===== src/rtl/cpu_pkg.sv =====
// Shared CPU definitions: datapath widths, the halt encoding and fetch states.
package cpu_pkg;
  localparam int ADDR_W = 8;
  localparam int INSTR_W = 16;
  localparam logic [INSTR_W-1:0] HALT_INSTR = 16'h0000;

  typedef enum logic {
    RUN    = 1'b0,
    HALTED = 1'b1
  } state_t;
endpackage


===== src/rtl/fetch_unit.sv =====
// Instruction fetch: drives the ROM from pc, holds one instruction in ir for
// decode with a valid/ready handshake, honours branch redirects and a halt word.
module fetch_unit #(
  parameter int ADDR_W = cpu_pkg::ADDR_W,
  parameter int INSTR_W = cpu_pkg::INSTR_W,
  parameter logic [ADDR_W-1:0] RESET_PC = '0,
  parameter logic [INSTR_W-1:0] HALT_INSTR = cpu_pkg::HALT_INSTR
) (
  input  logic               clk,
  input  logic               rst,
  output logic [ADDR_W-1:0]  rom_addr,
  input  logic [INSTR_W-1:0] rom_instr,
  output logic [INSTR_W-1:0] ir,
  output logic [ADDR_W-1:0]  ir_pc,
  output logic               ir_valid,
  input  logic               ir_ready,
  input  logic               br_taken,
  input  logic [ADDR_W-1:0]  br_target,
  output logic               halted,
  output logic [15:0]        instr_count
);
  import cpu_pkg::*;

  localparam logic [ADDR_W-1:0] PC_ONE = {{(ADDR_W-1){1'b0}}, 1'b1};

  state_t              r_state, w_state_nxt;
  logic [ADDR_W-1:0]   r_pc, w_pc_nxt;
  logic [INSTR_W-1:0]  r_ir, w_ir_nxt;
  logic [ADDR_W-1:0]   r_ir_pc, w_ir_pc_nxt;
  logic                r_ir_valid, w_ir_valid_nxt;
  logic [15:0]         r_cnt;
  logic                w_load;
  logic                w_deliver;

  assign w_load    = (r_state == RUN) && !br_taken && (!r_ir_valid || ir_ready);
  // A word handed over in the same cycle as a redirect is squashed, not counted.
  assign w_deliver = r_ir_valid && ir_ready && !br_taken;

  always_comb begin
    w_state_nxt    = r_state;
    w_pc_nxt       = r_pc;
    w_ir_nxt       = r_ir;
    w_ir_pc_nxt    = r_ir_pc;
    w_ir_valid_nxt = r_ir_valid;
    if (br_taken) begin
      w_state_nxt    = RUN;
      w_pc_nxt       = br_target;
      w_ir_valid_nxt = 1'b0;
    end else if (w_load) begin
      if (rom_instr == HALT_INSTR) begin
        w_state_nxt    = HALTED;
        w_ir_valid_nxt = 1'b0;
      end else begin
        w_ir_nxt       = rom_instr;
        w_ir_pc_nxt    = r_pc;
        w_ir_valid_nxt = 1'b1;
        w_pc_nxt       = r_pc + PC_ONE;
      end
    end
  end

  always_ff @(posedge clk) begin
    if (rst) begin
      r_state    <= RUN;
      r_pc       <= RESET_PC;
      r_ir       <= '0;
      r_ir_pc    <= '0;
      r_ir_valid <= 1'b0;
      r_cnt      <= '0;
    end else begin
      r_state    <= w_state_nxt;
      r_pc       <= w_pc_nxt;
      r_ir       <= w_ir_nxt;
      r_ir_pc    <= w_ir_pc_nxt;
      r_ir_valid <= w_ir_valid_nxt;
      if (w_deliver && (r_cnt != 16'hFFFF))
        r_cnt <= r_cnt + 16'd1;
    end
  end

  assign rom_addr    = r_pc;
  assign ir          = r_ir;
  assign ir_pc       = r_ir_pc;
  assign ir_valid    = r_ir_valid;
  assign halted      = (r_state == HALTED);
  assign instr_count = r_cnt;
endmodule


===== config.mk =====
export PLATFORM = sky130hd
export DESIGN_NAME = fetch_unit
export DESIGN_NICKNAME = d
export VERILOG_FILES = /design/src/rtl/cpu_pkg.sv /design/src/rtl/fetch_unit.sv
export SDC_FILE = /design/constraint.sdc
export NUM_CORES = 1
export LEC_CHECK = 0
export CORE_ASPECT_RATIO = 0.9
export CORE_UTILIZATION = 42
export DETAILED_ROUTE_END_ITERATION = 16
export PLACE_DENSITY = 0.76
export SETUP_SLACK_MARGIN = 0.3
export SYNTH_ARGS = -nofsm -noshare
export SYNTH_HDL_FRONTEND = slang
export SYNTH_SLANG_ARGS = --single-unit

===== constraint.sdc =====
create_clock -name clk -period 1.6 [get_ports clk]
set_input_delay 0.16 -clock clk [delete_from_list [all_inputs] [get_ports clk]]
set_output_delay 0.16 -clock clk [all_outputs]
set_load 0.005 [all_outputs]

* Word-level counts from Yosys, hierarchy flattened
Index checks and enable logic that the tools add are counted.
** Operators by class
- $add $sub $neg :: 2
- $mul :: 0
- Divide/modulo/power cells :: 0
- Magnitude comparators :: 0
- Equal/unequal tests :: 2
- Shifts and indexed selects :: 0
- Multiplexer cells :: 4
- Bitwise logic cells :: 3
- Reduce and logical (&&, ||, !) cells :: 14
** Operators by type and width (count)
- 2-to-1 mux 8 bit :: 3
- adder 16 x 1 -> 16 bit, second input constant :: 1
- zero test 16 bit :: 1
- inequality test 16 bit, second input constant :: 1
- adder 8 x 1 -> 8 bit, second input constant :: 1
- logical AND 1 bit :: 5
- AND reduction 2 bit :: 2
- NOT 1 bit :: 3
- AND reduction 3 bit :: 1
- zero test 1 bit :: 2
- inequality test 2 bit, second input constant :: 1
- nonzero test 2 bit :: 1
- OR reduction 2 bit :: 1
- logical OR 1 bit :: 1
- 2-to-1 mux 1 bit :: 1
** Storage, ports and cells
- Register bits after elaboration :: 50
- Latch bits :: 0
- Bits in writable memories :: 0
- Bits in read-only memories :: 0
- Input port bits :: 28
- Logic and storage cells :: 31
- Memories kept :: 0

* Logic depth before layout (Yosys ltp)
Gate-level depths: netlist of run 1.
- Depth in word-level cells :: 5
- Mapped depth :: 6

* Worst setup path before layout of run 1
Ideal clock, no wire load.
- Path kind :: flip-flop to flip-flop
- Start :: register r_cnt[0] (netlist: instr_count[0])
- End :: register r_cnt[12] (netlist: instr_count[12])
- Library setup time :: 0.121 ns
- Data arrival time :: 1.672 ns
- Path slack :: -0.193 ns
- Cell stages (with the launch flop) :: 7
- Path buffers :: 1
- Cells stage by stage :: dfxtp_1 > ha_1 > nand3_1 > or2_0 > buf_2 > nor4_1 > mux2_2
** Between the ends
- Cells in the longest elaborated chain, start to end :: 2
- Elaborated cells on any way between the ends :: 3
** RTL lines
- from (decl) :: RTL line fetch_unit.sv:31 : logic [15:0] r_cnt;
- from (signal assigned) :: RTL line fetch_unit.sv:77 : r_cnt <= r_cnt + 16'd1;
- parallel branches: the longest is 2 deep, another holds adder 16 x 1 -> 16 bit
Several ways; the timed one is not identified.
A chain may end at the register's enable or synchronous reset.

* Worst setup path in the final report of run 1
- Start :: input port rom_instr[15]
- End :: register r_pc[3] (netlist: rom_addr[3])
** Between the ends
- Cells in the longest elaborated chain, start to end :: 3
** RTL lines
- from (decl) :: RTL line fetch_unit.sv:12 : input logic [INSTR_W-1:0] rom_instr,
- zero test 16 bit :: RTL line fetch_unit.sv:50 : if (rom_instr == HALT_INSTR) begin
- inequality test 2 bit (no line)
- AND reduction 2 bit (no line)
- to (signal assigned) :: RTL line fetch_unit.sv:72 : r_pc <= w_pc_nxt;
- to (decl) :: RTL line fetch_unit.sv:27 : logic [ADDR_W-1:0] r_pc, w_pc_nxt;
No other way between the ends.

==> impl_results.md, run 1 <==
- Antenna-violating nets left: 0
- Die Y-Extent: 75.0 um
- Hold Crit Endpoint: ir[14]$_SDFFE_PP0P_
- Layout Nets: 497
- Warnings, synthesis: 0
- Wire per inst: 31.5 um
- Initial antenna violation count: 0
- Setup crit start kind: primary input
- Hold Path Cell Cnt: 3
- ANT cells: 0
- CTS root buf: clkbuf_8
- DIE AREA: 6240 sq um
- Register-to-Register Path Depth: 6
- Max Fanout on Critical Path: 8
- DRT iter0 DRCs: 560
- Worst reg2reg path endpoint: rom_addr[3]$_SDFFE_PP0P_
- Reg2Reg Setup Slack: -0.32 ns
- DRC errors left: 0
- Final wirelength: 16900 um
- Later-pin clock latency in the skew report: 0.34 ns
- R2r startpoint: ir_valid$_SDFFE_PP0P_
- First-pass GRT wire length: 18400 um
- Post-synth EDFFs: 0
- Max Cap Viol: 0
- Drt first pass iters: 6
- Cell Count, Final, Fillers Out: 538
- Slew Viols, Final: 0
- Sw Share: 0.308
- Period utilisation layout: 1.25
- Worst-case clock buffer depth: 2
- Core area: 5690 sq um
- TritonCTS buffer count: 5
- Slowest cell on crit path: a311oi_1
- Row count: 26
- Hold Vio Cnt, Final: 0
- Setup Skew: 0.0135 ns
- Die W: 83.2 um
- Total grt overflow: 0
- Main area contributors after synthesis: dfxtp_1 40%, o31ai_1 9.3%, nand4_1 7.3%
- Final critical-path required period: 2.00 ns
- Area Overhead vs Synth: 118%
- Gr usage total: 0.384
- Worst min-delay path startpoint: rom_instr[14]
- Worst hold-check path type: primary input to register
- Worst Path Buf+Inv: 3
- IO Count: 78
- Most frequent cell after synthesis: dfxtp_1
- Hold Slack: 0.113 ns
- Most used flip-flop cell after synthesis: dfxtp_1
- Violated checks: setup timing
- Clock share of power: 0.317
- Worst path required time: 1.76 ns
- Post-synth net total: 323
- Post-Syn Instances: 293
- Vias per inst: 7.50
- Share of layout cells above drive strength 1: 0.609
- H-tree levels: 2
- Top cell type's share of synthesized area: 0.402
- Crit path DAT: 2.16 ns
- Max_slew headroom: 0.569
- Initial Utilization: 0.437
- Switch Pwr: 0.923 mW
- PwrDens: 551 nW/um^2
- Placed cell area: 3770 sq um
- Synth cell count leaders: 50 x dfxtp_1, 34 x a21oi_1, 31 x o31ai_1
- Placed cell count: 457
- Vias in the first global route: 3355
- Largest net degree at the start of global routing: 39
- Port bufs: 77
- Gp weighted congestion: 0.806
- Internal: 2.07 mW
- CP endpoint kind: register
- Lkg Pwr: 2.37 nW
- RSZ-0062 raised after global routing: true
- CTS Hold Bufs: 0
- Setup ws final: -0.398 ns
- Register area share after synthesis: 0.402
- Area leader, netlist: dfxtp_1
- Reg power frac: 0.451
- Routed vias: 4037
- Largest delay contributor family on the critical path: compound AO/OA/AOI/OAI gates
- Reg clk slew, reported paths: 0.11 ns
- Crit-path max cell delay: 0.57 ns
- Distinct cells, synth: 40
- Post-route cell area: 5440 sq um
- CP cell instances: clkdlybuf4s15_1 -> nor4_4 -> and4_4 -> buf_12 -> buf_2 -> o31ai_2 -> a311oi_1
- Clock sinks: 50
- TritonCTS clock tree: built
- Syn_area_per_cell: 8.50 sq um
- Status: finished, violations left
- Critical path class: primary input to register
- VDD IR-drop max: 0.486 mV
- Comb pwr share: 0.232
- Post-DP HPWL: 5040 um
- Netlist area before placement: 2490 sq um
- # setup viols final: 19
- Slew @ Worst Pin: 0.646 ns
- FF+latch count, synth: 50
- Post-synth ARST share: 0
- Max Fclk: 0.500 GHz
- CP Launch Point: rom_instr[15]
- Core Util, Final: 0.955
[power by group through the flow]
stage	sequential [mW]	combinational [mW]	clock [mW]
6_report	1.35	0.695	0.952
5_1_grt	1.35	0.707	0.971
4_1_cts	1.33	0.515	0.879
3_5_place_dp	1.36	0.399	0
3_3_place_gp	1.36	0.394	0
2_1_floorplan	1.36	0.152	0
[stage by stage]
stage | setup WS, ns | total power [mW] | setup TNS, ns
2_1_floorplan | -0.0105 | 1.51 | -0.0177
3_3_place_gp | -0.361 | 1.76 | -11.81
3_5_place_dp | -0.415 | 1.76 | -13.40
4_1_cts | 0.0592 | 2.72 | 0
5_1_grt | -0.516 | 3.03 | -1.74
6_report | -0.398 | 3.00 | -1.15
[timing repair]
action / 4_1_cts / 5_1_grt
endpoints found under the setup margin: 98 / 62
pin swaps: 44 / 54
setup buffers: 44 / 21
gates cloned: 8 / 0
gates resized for setup: 222 / 107
[tightest hold or removal path: stages]
cell,delay [ns]
buf_2,0.13
nand4_1,0.07
a21oi_1,0.06
[cell usage in the layout (no fill, tap or decap), types with 12 or more instances in the layout]
| master | instances |
|---|---|
| buf_6 | 25 |
| nand4_1 | 29 |
| dlymetal6s2s_1 | 13 |
| dlygate4sd2_1 | 37 |
| dfxtp_2 | 34 |
| dfxtp_4 | 14 |
| buf_4 | 73 |
| nor2_1 | 19 |
| buf_2 | 12 |
| a21oi_2 | 15 |
| a21oi_1 | 17 |
| o31ai_4 | 25 |
[final cells by class]
| type | count | area, sq um |
|---|---|---|
| multi-input cells | 211 | 2180 |
| repair buffers | 193 | 1940 |
| flip-flops and latches | 50 | 1100 |
| fillers | 123 | 255 |
| clock buffers | 8 | 111 |
| well taps | 70 | 87.6 |
| inverters | 6 | 22.5 |
[how the worst max path moves through the flow]
stage	depth (start not counted)	slack (ns)	endpoint
after floorplan	6	-0.01	instr_count[6]$_SDFFE_PP0P_
after global placement	6	-0.36	rom_addr[5]$_SDFFE_PP0P_
after detailed placement	6	-0.41	rom_addr[3]$_SDFFE_PP0P_
after CTS	7	0.06	instr_count[7]$_SDFFE_PP0P_
after global routing	6	-0.52	rom_addr[3]$_SDFFE_PP0P_
final	7	-0.40	rom_addr[3]$_SDFFE_PP0P_
[kinds of logic (layout without fill, tap and decap cells)]
group                    Yosys count  count (layout)  share of synthesized area
multiplexers                       8               8                     0.0357
AO/OA/AOI/OAI                     85              85                      0.222
flip-flops                        50              50                      0.402
buffers and inverters             33             207                     0.0593
adder cells (fa/ha/maj)            2               2                     0.0100
AND/OR/NAND/NOR                  115             116                      0.271
[flip-flops by register name, indices dropped and copies added (netlist names)]
register     flops
rom_addr         8
ir              16
ir_pc            8
halted           1
instr_count     16
ir_valid         1
[per-layer routing]
metal | routed length, um | GRT usage | vias to the layer above | share of wire
met5 | 0 | 0 | - | 0
met4 | 1760 | 0.188 | 0 | 0.10
met3 | 2170 | 0.0779 | 207 | 0.13
met2 | 7300 | 0.658 | 483 | 0.43
met1 | 5700 | 0.472 | 1862 | 0.34
li1 | - | - | 1485 | -
Note: power is estimated with default switching activity, not from simulation.
==> run 2, diff against run 1 <==
CTS_CLUSTER_DIAMETER = 30   (was unset)
HOLD_SLACK_MARGIN = 0.05   (was unset)
==> results of run 2 <==
Same layout as run 1: the final DEF is identical, and so are final timing and power.
